--- config.mk ---
export PLATFORM = sky130hd
export DESIGN_NAME = packet_receiver_flat
export DESIGN_NICKNAME = d
export VERILOG_FILES = /design/src/rtl/packet_receiver_pkg.sv /design/src/rtl/packet_receiver_if.sv /design/src/rtl/packet_receiver_uart_rx.sv /design/src/rtl/packet_receiver.sv /design/src/flat_wrapper.sv
export SDC_FILE = /design/constraint.sdc
export NUM_CORES = 1
export LEC_CHECK = 0
export ABC_CLOCK_PERIOD_IN_PS = 1800
export BUFFER_PORTS_ARGS = -buffer_cell sky130_fd_sc_hd__buf_4
export CORE_ASPECT_RATIO = 0.6
export CORE_MARGIN = 3
export CORE_UTILIZATION = 57
export CTS_BUF_LIST = sky130_fd_sc_hd__clkbuf_2 sky130_fd_sc_hd__clkbuf_4 sky130_fd_sc_hd__clkbuf_8
export DETAILED_ROUTE_END_ITERATION = 7
export PLACE_DENSITY = 0.78
export SLEW_MARGIN = 10
export SYNTH_ARGS = -nofsm -noshare
export SYNTH_HDL_FRONTEND = slang
export SYNTH_SLANG_ARGS = --single-unit
export TNS_END_PERCENT = 30
--- constraint.sdc ---
create_clock -name clk -period 1.8 [get_ports clk]
set_input_delay 0.36 -clock clk [delete_from_list [all_inputs] [get_ports clk]]
set_output_delay 0.36 -clock clk [all_outputs]
set_load 0.01 [all_outputs]
--- src/rtl/packet_receiver_pkg.sv ---
// packet_receiver_pkg: definitions shared by the UART packet link
// (receiver and transmitter).
//   PACKET_SIZE_DEFAULT   payload bytes per packet
//   CLKS_PER_BIT_DEFAULT  clk cycles per serial bit (100 MHz / 115200 baud)
//   ST_*                  assembly state encodings
//   CSUM_W                checksum byte width
package packet_receiver_pkg;

    localparam int unsigned PACKET_SIZE_DEFAULT  = 2;
    localparam int unsigned CLKS_PER_BIT_DEFAULT = 868;

    localparam int unsigned STATE_W = 2;
    localparam logic [STATE_W-1:0] ST_IDLE     = 2'd0;
    localparam logic [STATE_W-1:0] ST_ASSEMBLE = 2'd1;
    localparam logic [STATE_W-1:0] ST_CHECK    = 2'd2;

    localparam int unsigned CSUM_W = 8;

endpackage

--- src/rtl/packet_receiver_if.sv ---
// packet_receiver_if: completed-packet valid/ready handshake.
//   packet        completed packet word, first received byte in [7:0]
//   packet_valid  packet holds an unconsumed packet
//   packet_ready  consumer accepts when packet_valid & packet_ready
// Modports: master (producer side), slave (consumer side).
interface packet_receiver_if
    import packet_receiver_pkg::*;
#(
    parameter int unsigned WIDTH = PACKET_SIZE_DEFAULT * 8
) ();

    logic [WIDTH-1:0] packet;
    logic             packet_valid;
    logic             packet_ready;

    modport master (
        output packet,
        output packet_valid,
        input  packet_ready
    );

    modport slave (
        input  packet,
        input  packet_valid,
        output packet_ready
    );

endinterface

--- src/rtl/packet_receiver_uart_rx.sv ---
// uart_rx_8n1: layer-2 8N1 serial receiver.
//   clk    system clock
//   rst_n  asynchronous active-low reset
//   rxd    serial line in, idle high
//   data   last received byte (LSB first on the line)
//   valid  one-cycle strobe when data holds a new byte
// A frame with a bad start or stop bit is ignored.
module uart_rx_8n1
    import packet_receiver_pkg::*;
#(
    parameter int unsigned CLKS_PER_BIT = CLKS_PER_BIT_DEFAULT
) (
    input  logic       clk,
    input  logic       rst_n,
    input  logic       rxd,
    output logic [7:0] data,
    output logic       valid
);

    localparam int unsigned CNT_W = (CLKS_PER_BIT > 2) ? $clog2(CLKS_PER_BIT) : 1;
    localparam logic [CNT_W-1:0] BIT_END  = CNT_W'(CLKS_PER_BIT - 1);
    localparam logic [CNT_W-1:0] HALF_END = CNT_W'(CLKS_PER_BIT / 2 - 1);

    localparam logic [1:0] RX_IDLE  = 2'd0;
    localparam logic [1:0] RX_START = 2'd1;
    localparam logic [1:0] RX_DATA  = 2'd2;
    localparam logic [1:0] RX_STOP  = 2'd3;

    logic [1:0]       sync;
    logic [1:0]       st;
    logic [CNT_W-1:0] cnt;
    logic [2:0]       bit_idx;
    logic [7:0]       shreg;

    // Two-flop synchroniser; sampling lands mid-bit because START waits half a bit.
    always_ff @(posedge clk or negedge rst_n) begin
        if (!rst_n) begin
            sync    <= 2'b11;
            st      <= RX_IDLE;
            cnt     <= '0;
            bit_idx <= '0;
            shreg   <= '0;
            data    <= '0;
            valid   <= 1'b0;
        end else begin
            sync  <= {sync[0], rxd};
            valid <= 1'b0;
            case (st)
                RX_IDLE: begin
                    cnt <= '0;
                    if (!sync[1]) st <= RX_START;
                end
                RX_START: begin
                    if (cnt == HALF_END) begin
                        cnt     <= '0;
                        bit_idx <= '0;
                        st      <= sync[1] ? RX_IDLE : RX_DATA;
                    end else begin
                        cnt <= cnt + CNT_W'(1);
                    end
                end
                RX_DATA: begin
                    if (cnt == BIT_END) begin
                        cnt     <= '0;
                        shreg   <= {sync[1], shreg[7:1]};
                        bit_idx <= bit_idx + 3'd1;
                        if (bit_idx == 3'd7) st <= RX_STOP;
                    end else begin
                        cnt <= cnt + CNT_W'(1);
                    end
                end
                RX_STOP: begin
                    if (cnt == BIT_END) begin
                        cnt <= '0;
                        st  <= RX_IDLE;
                        if (sync[1]) begin
                            data  <= shreg;
                            valid <= 1'b1;
                        end
                    end else begin
                        cnt <= cnt + CNT_W'(1);
                    end
                end
                default: st <= RX_IDLE;
            endcase
        end
    end

endmodule

--- src/rtl/packet_receiver.sv ---
// packet_receiver: layer-3 receive side of the UART packet link. Assembles
// PACKET_SIZE bytes from uart_rx_8n1 into one word (first byte in [7:0]) and
// presents it on a valid/ready handshake.
//   clk, rst_n    system clock, asynchronous active-low reset
//   rxd           serial line in (8N1, idle high)
//   pkt_if        master modport: packet, packet_valid, packet_ready
//   overrun       sticky: a completed packet was dropped, output still full
//   timeout       one-cycle pulse when a stale partial packet is discarded
//   checksum_err  one-cycle pulse on checksum mismatch (0 without the feature)
// Build option PACKET_RX_CHECKSUM_EN: a trailing XOR-of-payload byte is
// expected after the payload and checked before the packet is delivered.
module packet_receiver
    import packet_receiver_pkg::*;
#(
    parameter int unsigned PACKET_SIZE    = PACKET_SIZE_DEFAULT,
    parameter int unsigned TIMEOUT_CYCLES = 32'd100000,
    parameter int unsigned CLKS_PER_BIT   = CLKS_PER_BIT_DEFAULT
) (
    input  logic              clk,
    input  logic              rst_n,
    input  logic              rxd,
    packet_receiver_if.master pkt_if,
    output logic              overrun,
    output logic              timeout,
    output logic              checksum_err
);

    localparam int unsigned W     = PACKET_SIZE * 8;
    localparam int unsigned IDX_W = $clog2(PACKET_SIZE + 1);
    localparam logic [IDX_W-1:0] LAST_IDX = IDX_W'(PACKET_SIZE - 1);

    logic [7:0]         rx_data;
    logic               rx_valid;

    logic [STATE_W-1:0] state, state_n;
    logic [IDX_W-1:0]   idx, idx_n;
    logic [W-1:0]       asm_buf, asm_n, asm_wr, done_word;
    logic [31:0]        tmr, tmr_n;
    logic               complete, timeout_n, cerr_n;
    logic [W-1:0]       packet_r;
    logic               valid_r;
    logic               hs;

`ifdef PACKET_RX_CHECKSUM_EN
    logic [CSUM_W-1:0]  csum, csum_n;
`endif

    uart_rx_8n1 #(
        .CLKS_PER_BIT(CLKS_PER_BIT)
    ) u_rx (
        .clk  (clk),
        .rst_n(rst_n),
        .rxd  (rxd),
        .data (rx_data),
        .valid(rx_valid)
    );

    always_comb begin
        state_n   = state;
        idx_n     = idx;
        asm_n     = asm_buf;
        tmr_n     = tmr;
        complete  = 1'b0;
        timeout_n = 1'b0;
        cerr_n    = 1'b0;
        asm_wr    = asm_buf;
        done_word = asm_buf;
`ifdef PACKET_RX_CHECKSUM_EN
        csum_n    = csum;
`endif
        for (int unsigned k = 0; k < PACKET_SIZE; k++) begin
            if (idx == IDX_W'(k)) asm_wr[k*8 +: 8] = rx_data;
        end

        if (rx_valid) begin
            // A byte always wins over an expiring timer on the same cycle.
            tmr_n = '0;
`ifdef PACKET_RX_CHECKSUM_EN
            if (state == ST_CHECK) begin
                if (rx_data == csum) complete = 1'b1;
                else                 cerr_n   = 1'b1;
                state_n = ST_IDLE;
                idx_n   = '0;
                asm_n   = '0;
                csum_n  = '0;
            end else begin
                state_n = (idx == LAST_IDX) ? ST_CHECK : ST_ASSEMBLE;
                idx_n   = idx + IDX_W'(1);
                asm_n   = asm_wr;
                csum_n  = csum ^ rx_data;
            end
`else
            if (idx == LAST_IDX) begin
                complete  = 1'b1;
                done_word = asm_wr;
                state_n   = ST_IDLE;
                idx_n     = '0;
                asm_n     = '0;
            end else begin
                state_n = ST_ASSEMBLE;
                idx_n   = idx + IDX_W'(1);
                asm_n   = asm_wr;
            end
`endif
        end else if (state != ST_IDLE) begin
            if (tmr == TIMEOUT_CYCLES - 1) begin
                timeout_n = 1'b1;
                state_n   = ST_IDLE;
                idx_n     = '0;
                asm_n     = '0;
                tmr_n     = '0;
`ifdef PACKET_RX_CHECKSUM_EN
                csum_n    = '0;
`endif
            end else begin
                tmr_n = tmr + 32'd1;
            end
        end
    end

    assign hs = valid_r & pkt_if.packet_ready;

    always_ff @(posedge clk or negedge rst_n) begin
        if (!rst_n) begin
            state    <= ST_IDLE;
            idx      <= '0;
            asm_buf  <= '0;
            tmr      <= '0;
            packet_r <= '0;
            valid_r  <= 1'b0;
            overrun  <= 1'b0;
            timeout  <= 1'b0;
        end else begin
            state   <= state_n;
            idx     <= idx_n;
            asm_buf <= asm_n;
            tmr     <= tmr_n;
            timeout <= timeout_n;
            // A completion landing on the handshake cycle replaces the
            // consumed word and keeps valid high.
            if (complete && (!valid_r || hs)) begin
                packet_r <= done_word;
                valid_r  <= 1'b1;
            end else begin
                if (complete) overrun <= 1'b1;
                if (hs)       valid_r <= 1'b0;
            end
        end
    end

`ifdef PACKET_RX_CHECKSUM_EN
    always_ff @(posedge clk or negedge rst_n) begin
        if (!rst_n) begin
            csum         <= '0;
            checksum_err <= 1'b0;
        end else begin
            csum         <= csum_n;
            checksum_err <= cerr_n;
        end
    end
`else
    assign checksum_err = 1'b0;
`endif

    assign pkt_if.packet       = packet_r;
    assign pkt_if.packet_valid = valid_r;

endmodule

--- src/flat_wrapper.sv ---
// flat-port wrapper written by rule: the top's interface ports become plain ports
module packet_receiver_flat import packet_receiver_pkg::*;
#(
    parameter int unsigned PACKET_SIZE    = PACKET_SIZE_DEFAULT,
    parameter int unsigned TIMEOUT_CYCLES = 32'd100000,
    parameter int unsigned CLKS_PER_BIT   = CLKS_PER_BIT_DEFAULT
)
  (clk, rst_n, rxd, overrun, timeout, checksum_err, pkt_if_packet, pkt_if_packet_valid, pkt_if_packet_ready);
  packet_receiver_if pkt_if_i ();
  input  logic clk;
  input  logic rst_n;
  input  logic rxd;
  output logic overrun;
  output logic timeout;
  output logic checksum_err;
  output wire logic [$bits(pkt_if_i.packet)-1:0] pkt_if_packet;
  output wire logic [$bits(pkt_if_i.packet_valid)-1:0] pkt_if_packet_valid;
  input wire logic [$bits(pkt_if_i.packet_ready)-1:0] pkt_if_packet_ready;
  assign pkt_if_packet = pkt_if_i.packet;
  assign pkt_if_packet_valid = pkt_if_i.packet_valid;
  assign pkt_if_i.packet_ready = pkt_if_packet_ready;
  packet_receiver #(.PACKET_SIZE(PACKET_SIZE), .TIMEOUT_CYCLES(TIMEOUT_CYCLES), .CLKS_PER_BIT(CLKS_PER_BIT)) u_core (.clk(clk), .rst_n(rst_n), .rxd(rxd), .pkt_if(pkt_if_i), .overrun(overrun), .timeout(timeout), .checksum_err(checksum_err));
endmodule
---- Yosys cells after proc, flatten, opt, wreduce, memory -nomap -nowiden ----
Cells that the tools add are included.
W data, S select, Z words.
storage, ports and cells
  output and inout bits ................... 20
  input bits .............................. 4
  register bits after elaboration ......... 105
  word-level logic and storage cells ...... 91
operators by class
  equal/unequal tests ..................... 13
  mux-type cells .......................... 40
  add/subtract/negate cells ............... 4
  bitwise operators ....................... 2
  reduce and logical (&&, ||, !) cells .... 17
operator list
  kind                     count
  $mux W16                 6
  $mux W32                 3
  $add A32 B1 Y32 const B  1
  $eq A32 B17 Y1 const B   1
  $pmux W10 S3             1
  $mux W2                  11
  $mux W10                 2
  $mux W8                  2
  $mux W1                  11
  $add A10 B1 Y10 const B  1
  $eq A10 B10 Y1 const B   1
  $eq A10 B9 Y1 const B    1
  $ne A2 B2 Y1 const B     5
  $reduce_bool A2 Y1       5
  $pmux W2 S4              1
  $mux W3                  2
  $pmux W3 S2              1
  $reduce_and A2 Y1        3
  $reduce_and A3 Y1        2
  $reduce_and A5 Y1        1
  $eq A2 B1 Y1 const B     2
  $eq A2 B2 Y1 const B     2
  $logic_not A2 Y1         2
  $add A3 B1 Y3 const B    1
  other kinds (8)          8

---- Longest topological paths before layout ----
  word-level depth ........................ 6
  gate-level depth with buffers ........... 8
  mapped depth without buffers ............ 6

---- Modules after synthesis ----
From an unflattened synthesis, not the netlist that was laid out.
unflattened totals
  cell total of the unflattened synthesis .. 388
  area total of the unflattened synthesis .. 4468.0 sq um
by module, submodules not included
  module           sequential area each (sq um)  cells an instance  area an instance (sq um)  instances
  packet_receiver  1551.5                        271                2955.3                    1
  uart_rx_8n1      853.3                         117                1512.7                    1

---- Worst setup path before layout ----
No wires, ideal clock.
  path type ............................... register to register
  start ................................... reg u_core.u_rx.cnt[4]
  end ..................................... reg u_core.u_rx.data[0]
  library setup time ...................... 0.125 ns
  setup slack ............................. -0.009 ns
  path buffers ............................ 1
  required time ........................... 1.675 ns
  clock period less this slack ............ 1.809 ns
  arrival ................................. 1.684 ns
  cell stages (with the launch flop) ...... 7
  cell sequence ........................... dfrtp_1 -> buf_6 -> and4bb_1 -> nand4_4 -> or2_4 -> nor2_8 -> mux2_4
on the way
  cells in the longest elaborated chain, start to end .. 2
ends and longest elaborated chain
  what                                line                           RTL
  from (decl)                         packet_receiver_uart_rx.sv:31  logic [CNT_W-1:0] cnt;
  from (signal assigned)              packet_receiver_uart_rx.sv:59  cnt <= cnt + CNT_W'(1);
  from (signal assigned)              packet_receiver_uart_rx.sv:69  cnt <= cnt + CNT_W'(1);
  from (signal assigned)              packet_receiver_uart_rx.sv:81  cnt <= cnt + CNT_W'(1);
  $eq A10 B10 Y1                      packet_receiver_uart_rx.sv:73  if (cnt == BIT_END) begin
  $reduce_and A3 Y1 (no source line)  n/a
  to (signal assigned)                packet_receiver_uart_rx.sv:77  data <= shreg;
  to (decl)                           packet_receiver_uart_rx.sv:16  output logic [7:0] data,
No other way between the ends.
A chain may end at the register's enable or synchronous reset.

---- Worst setup path after layout ----
  start ................................... reg u_core.u_rx.cnt[4]
  end ..................................... reg u_core.u_rx.data[2]
The elaborated chain is that of the path after synthesis.

==> impl_metrics.py <==
metrics = {
    "logic_synthesis": {
        "syn_area_um2": 4500,
        "synth_edf_count": 0,
        "yosys_warnings": 0,
        "synth_cells": 386,
        "syn-num-nets": 395,
        "synthArstFlopShare_pct": 100,
        "seq_area_frac_synth_pct": 53.4,
        "synth-seq-cells": 96,
        "synth.distinct_cells": 53,
        "yosys.area.top_type": "dfrtp_1",
        "synth_top_area_share_pct": 52.2,
        "avgSynthCellArea_um2": 11.7,
        "synth_ff_type": "dfrtp_1",
        "synthTopCellsByArea": "dfrtp_1, mux2_2, xor2_1",
    },
    "routing": {
        "wirelength_um": 9590,
        "num_vias": 3167,
        "met3_length_um": 408,
        "drtAntennaViolNets": 0,
        "vias_per_cell": 5.70,
        "wire_per_inst_um": 17.2,
        "drt_first_pass_iters": 4,
        "drtIter0Drc": 247,
        "wl_met1_um": 4690,
        "drcViolationCount": 0,
        "top_layer_used": "met4",
        "met2_length_um": 4340,
    },
    "placement": {
        "dp_hpwl_um": 6760,
        "portBuffers": 22,
        "detailedPlace.worstSlack_ns": -0.148,
        "gp_congestion": 0.801,
    },
    "worst_setup_path": {
        "crit_start": "u_core.u_rx.cnt[4]$_DFF_PN0_",
        "critPathLaunchType": "flop",
        "worstPathCellList": "and4bb_1 -> nand4_4 -> or2_4 -> nor2_8 -> mux2_4",
        "crit_path_end_kind": "flop",
        "critPathMaxFanout": 8,
        "reg2regPathDepth": 5,
        "path_class": "reg -> reg",
        "reg2reg_slack_ns": 0.04,
        "rr_endpoint": "u_core.u_rx.data[2]$_DFFE_PN0P_",
        "slowest_stage": "dfrtp_1",
        "r2r-start": "u_core.u_rx.cnt[4]$_DFF_PN0_",
        "cp_data_required_time_ns": 2.06,
        "cp.arrival_ns": 2.01,
        "worstSetupEndpoint": "u_core.u_rx.data[2]$_DFFE_PN0P_",
        "critical_path.max_stage_delay_ns": 0.41,
    },
    "cells_and_area": {
        "drive_above_1_share_pct": 33.6,
        "antenna-diode-count": 0,
        "nets": 456,
        "syn2layout_area_growth_pct": 19.1,
    },
    "sta": {
        "min_period_ns": 1.76,
        "setup_viol": 0,
        "setup-tns-final_ns": 0,
        "worst_slack_ns": 0.0442,
        "rsz0062_at_grt": "true",
        "drv_slew": 0,
        "fin_worst_skew_ns": 0.00859,
        "period_share_pct": 97.5,
        "relSlewSlack_pct": 64.8,
        "worstMarginPinSlew_ns": 0.526,
        "hold_viol_final": 0,
        "max_clock_freq_mhz": 570,
    },
    "power_and_ir_drop": {
        "power_leakage_uw": 0.00267,
        "power_density_nw_per_um2": 659,
        "ir_worst_vdd_uv": 449,
    },
    "clock_tree": {
        "clk_pin_slew_ns": 0.09,
        "htreeDepth": 3,
        "cts_buffer_depth": 2,
        "clock_latency_ns": 0.36,
        "cts_buffers": 9,
        "clkSinkCount": 96,
        "root_buffer": "clkbuf_8",
        "cts_tree": "built",
    },
    "floorplan": {
        "pin_count": 24,
        "die_area_um2": 9040,
        "dieWidth_um": 121,
        "start_util_pct": 60.2,
        "die_y_um": 74.9,
        "row_count": 24,
        "core-area_um2": 7480,
    },
    "run": {
        "drv_cap": 0,
    },
    "hold_path": {
        "min_path_type": "in -> reg",
    },
    "global_route": {
        "grt_pass1_wl_um": 15200,
        "antenna_found_initial": 0,
        "grt_overflow_total": 0,
        "grt_util_all_layers_pct": 21.9,
        "grt_max_degree": 41,
        "grt_pass1_vias": 2970,
    },
    "run_status": {
        "run_status": "complete, no violations",
    },
}
-- where the power goes --
group / switching [uW] / leakage, uW / internal [uW]
clock network: 775 / 0.0000953 / 540
registers: 1.49 / 0.00132 / 2160
logic: 44.3 / 0.00126 / 14.7
-- synthesized netlist by cell type (3+ instances only) --
library cell	number
mux2_4	8
a21oi_1	7
and4_1	6
dfrtp_1	94
o21ai_0	8
or3_1	5
nor3_1	4
clkbuf_1	3
nand3_1	9
nor4b_1	4
mux2_2	26
inv_1	6
a22o_1	20
buf_4	4
ha_1	5
xor2_1	26
buf_2	8
and3_1	9
nand2b_1	3
nand2_1	19
and2_1	5
nor2_1	46
xnor2_1	6
nand4_4	3
nand4_1	14
nor4_1	3
-- state kept, by name, summed over array words and instances, names as in the netlist, named ones only --
register                    count
u_core.pkt_if.packet           16
u_core.u_rx.bit_idx             3
u_core.overrun                  1
u_core.idx                      2
u_core.u_rx.shreg               8
u_core.pkt_if.packet_valid      1
u_core.tmr                     32
u_core.u_rx.data                8
u_core.u_rx.sync                2
u_core.u_rx.st                  1
u_core.u_rx.valid               1
u_core.timeout                  1
u_core.asm_buf                  8
u_core.u_rx.cnt                10
u_core.state                    1
-- worst min path at each step --
stage | from | endpoint | slack (ns) | cells after the start
finish | rxd | u_core.u_rx.sync[0]$_DFF_PN1_ | 0.1 | 1
global route | rxd | u_core.u_rx.sync[0]$_DFF_PN1_ | 0.06 | 1
CTS | rxd | u_core.u_rx.sync[0]$_DFF_PN1_ | 0.08 | 1
detailed placement | rst_n | u_core.tmr[31]$_DFFE_PN0P_ | 0.31 | 1
global placement | rst_n | u_core.tmr[29]$_DFFE_PN0P_ | 0.30 | 1
floorplan | rst_n | asynchronous set/reset pin | 0.06 | 0
-- critical path: cells and delay by family (launching register included) --
kind             cells  cell delay (ns)
DFF                  1             0.41
and+or+nand+nor      4             0.92
muxes                1             0.32
-- stage by stage --
step	instances	utilization [%]	cell area (um^2)	hold WS, ns	total power [uW]
after floorplan	386	-	4500	0.0644	2210
after global placement	536	67.6	5060	0.302	2260
after detailed placement	536	67.6	5060	0.305	2260
after CTS	553	70.5	5270	0.0759	3570
after global routing	556	71.7	5360	0.0640	3650
final	556	71.7	5360	0.0954	3530
-- cell usage in the layout (no fill, tap or decap), types with 3 or more instances in the layout --
master	n
a22o_1	20
and4_1	4
nand4_1	14
a21oi_1	5
inv_1	6
inv_6	3
nor3_1	3
ha_1	4
nand2b_1	3
xnor2_1	6
and3_1	8
clkinv_4	3
dfrtp_1	93
clkbuf_8	9
nor4_2	4
o21ai_0	6
xor2_1	26
buf_12	4
or3_1	3
nand4_4	3
nand2_1	19
and2_1	4
buf_4	62
nor2_1	44
nand3_1	9
mux2_4	8
mux2_2	26
a21oi_2	3
-- logic make-up after synthesis --
family | after synthesis | synth area share, %
adder cells (fa/ha/maj) | 5 | 1.39
flip-flops | 96 | 53.4
AND/OR/NAND/NOR | 147 | 19.2
XOR/XNOR | 32 | 6.22
AO/OA/AOI/OAI | 46 | 7.42
multiplexers | 35 | 9.39
other | 1 | 0.0833
buffers and inverters | 24 | 2.89
-- routing by layer --
layer / up-vias / global-route usage [%]
li1: 1503 / -
met1: 1578 / 32.2
met2: 74 / 32.5
met3: 12 / 5.33
met4: 0 / 6.91
met5: - / 0
-- timing repair --
item | in CTS | in global routing
gates resized for setup | 5 | 21
hold endpoints to repair | 25 | 0
hold buffers | 1 | 0
setup endpoints to repair | 15 | 53
pin swaps | 0 | 9
buffers inserted | 0 | 3
-- layout make-up --
| type | instances | area, um^2 |
|---|---|---|
| Timing Repair Buffer | 68 | 567 |
| Multi-Input combinational cell | 266 | 2050 |
| Inverter | 6 | 22.5 |
| Sequential cell | 96 | 2410 |
| Clock inverter | 6 | 52.6 |
| Tap cell | 104 | 130 |
| Clock buffer | 10 | 131 |
| Fill cell | 525 | 2110 |
(Power assumes the default switching activity.)
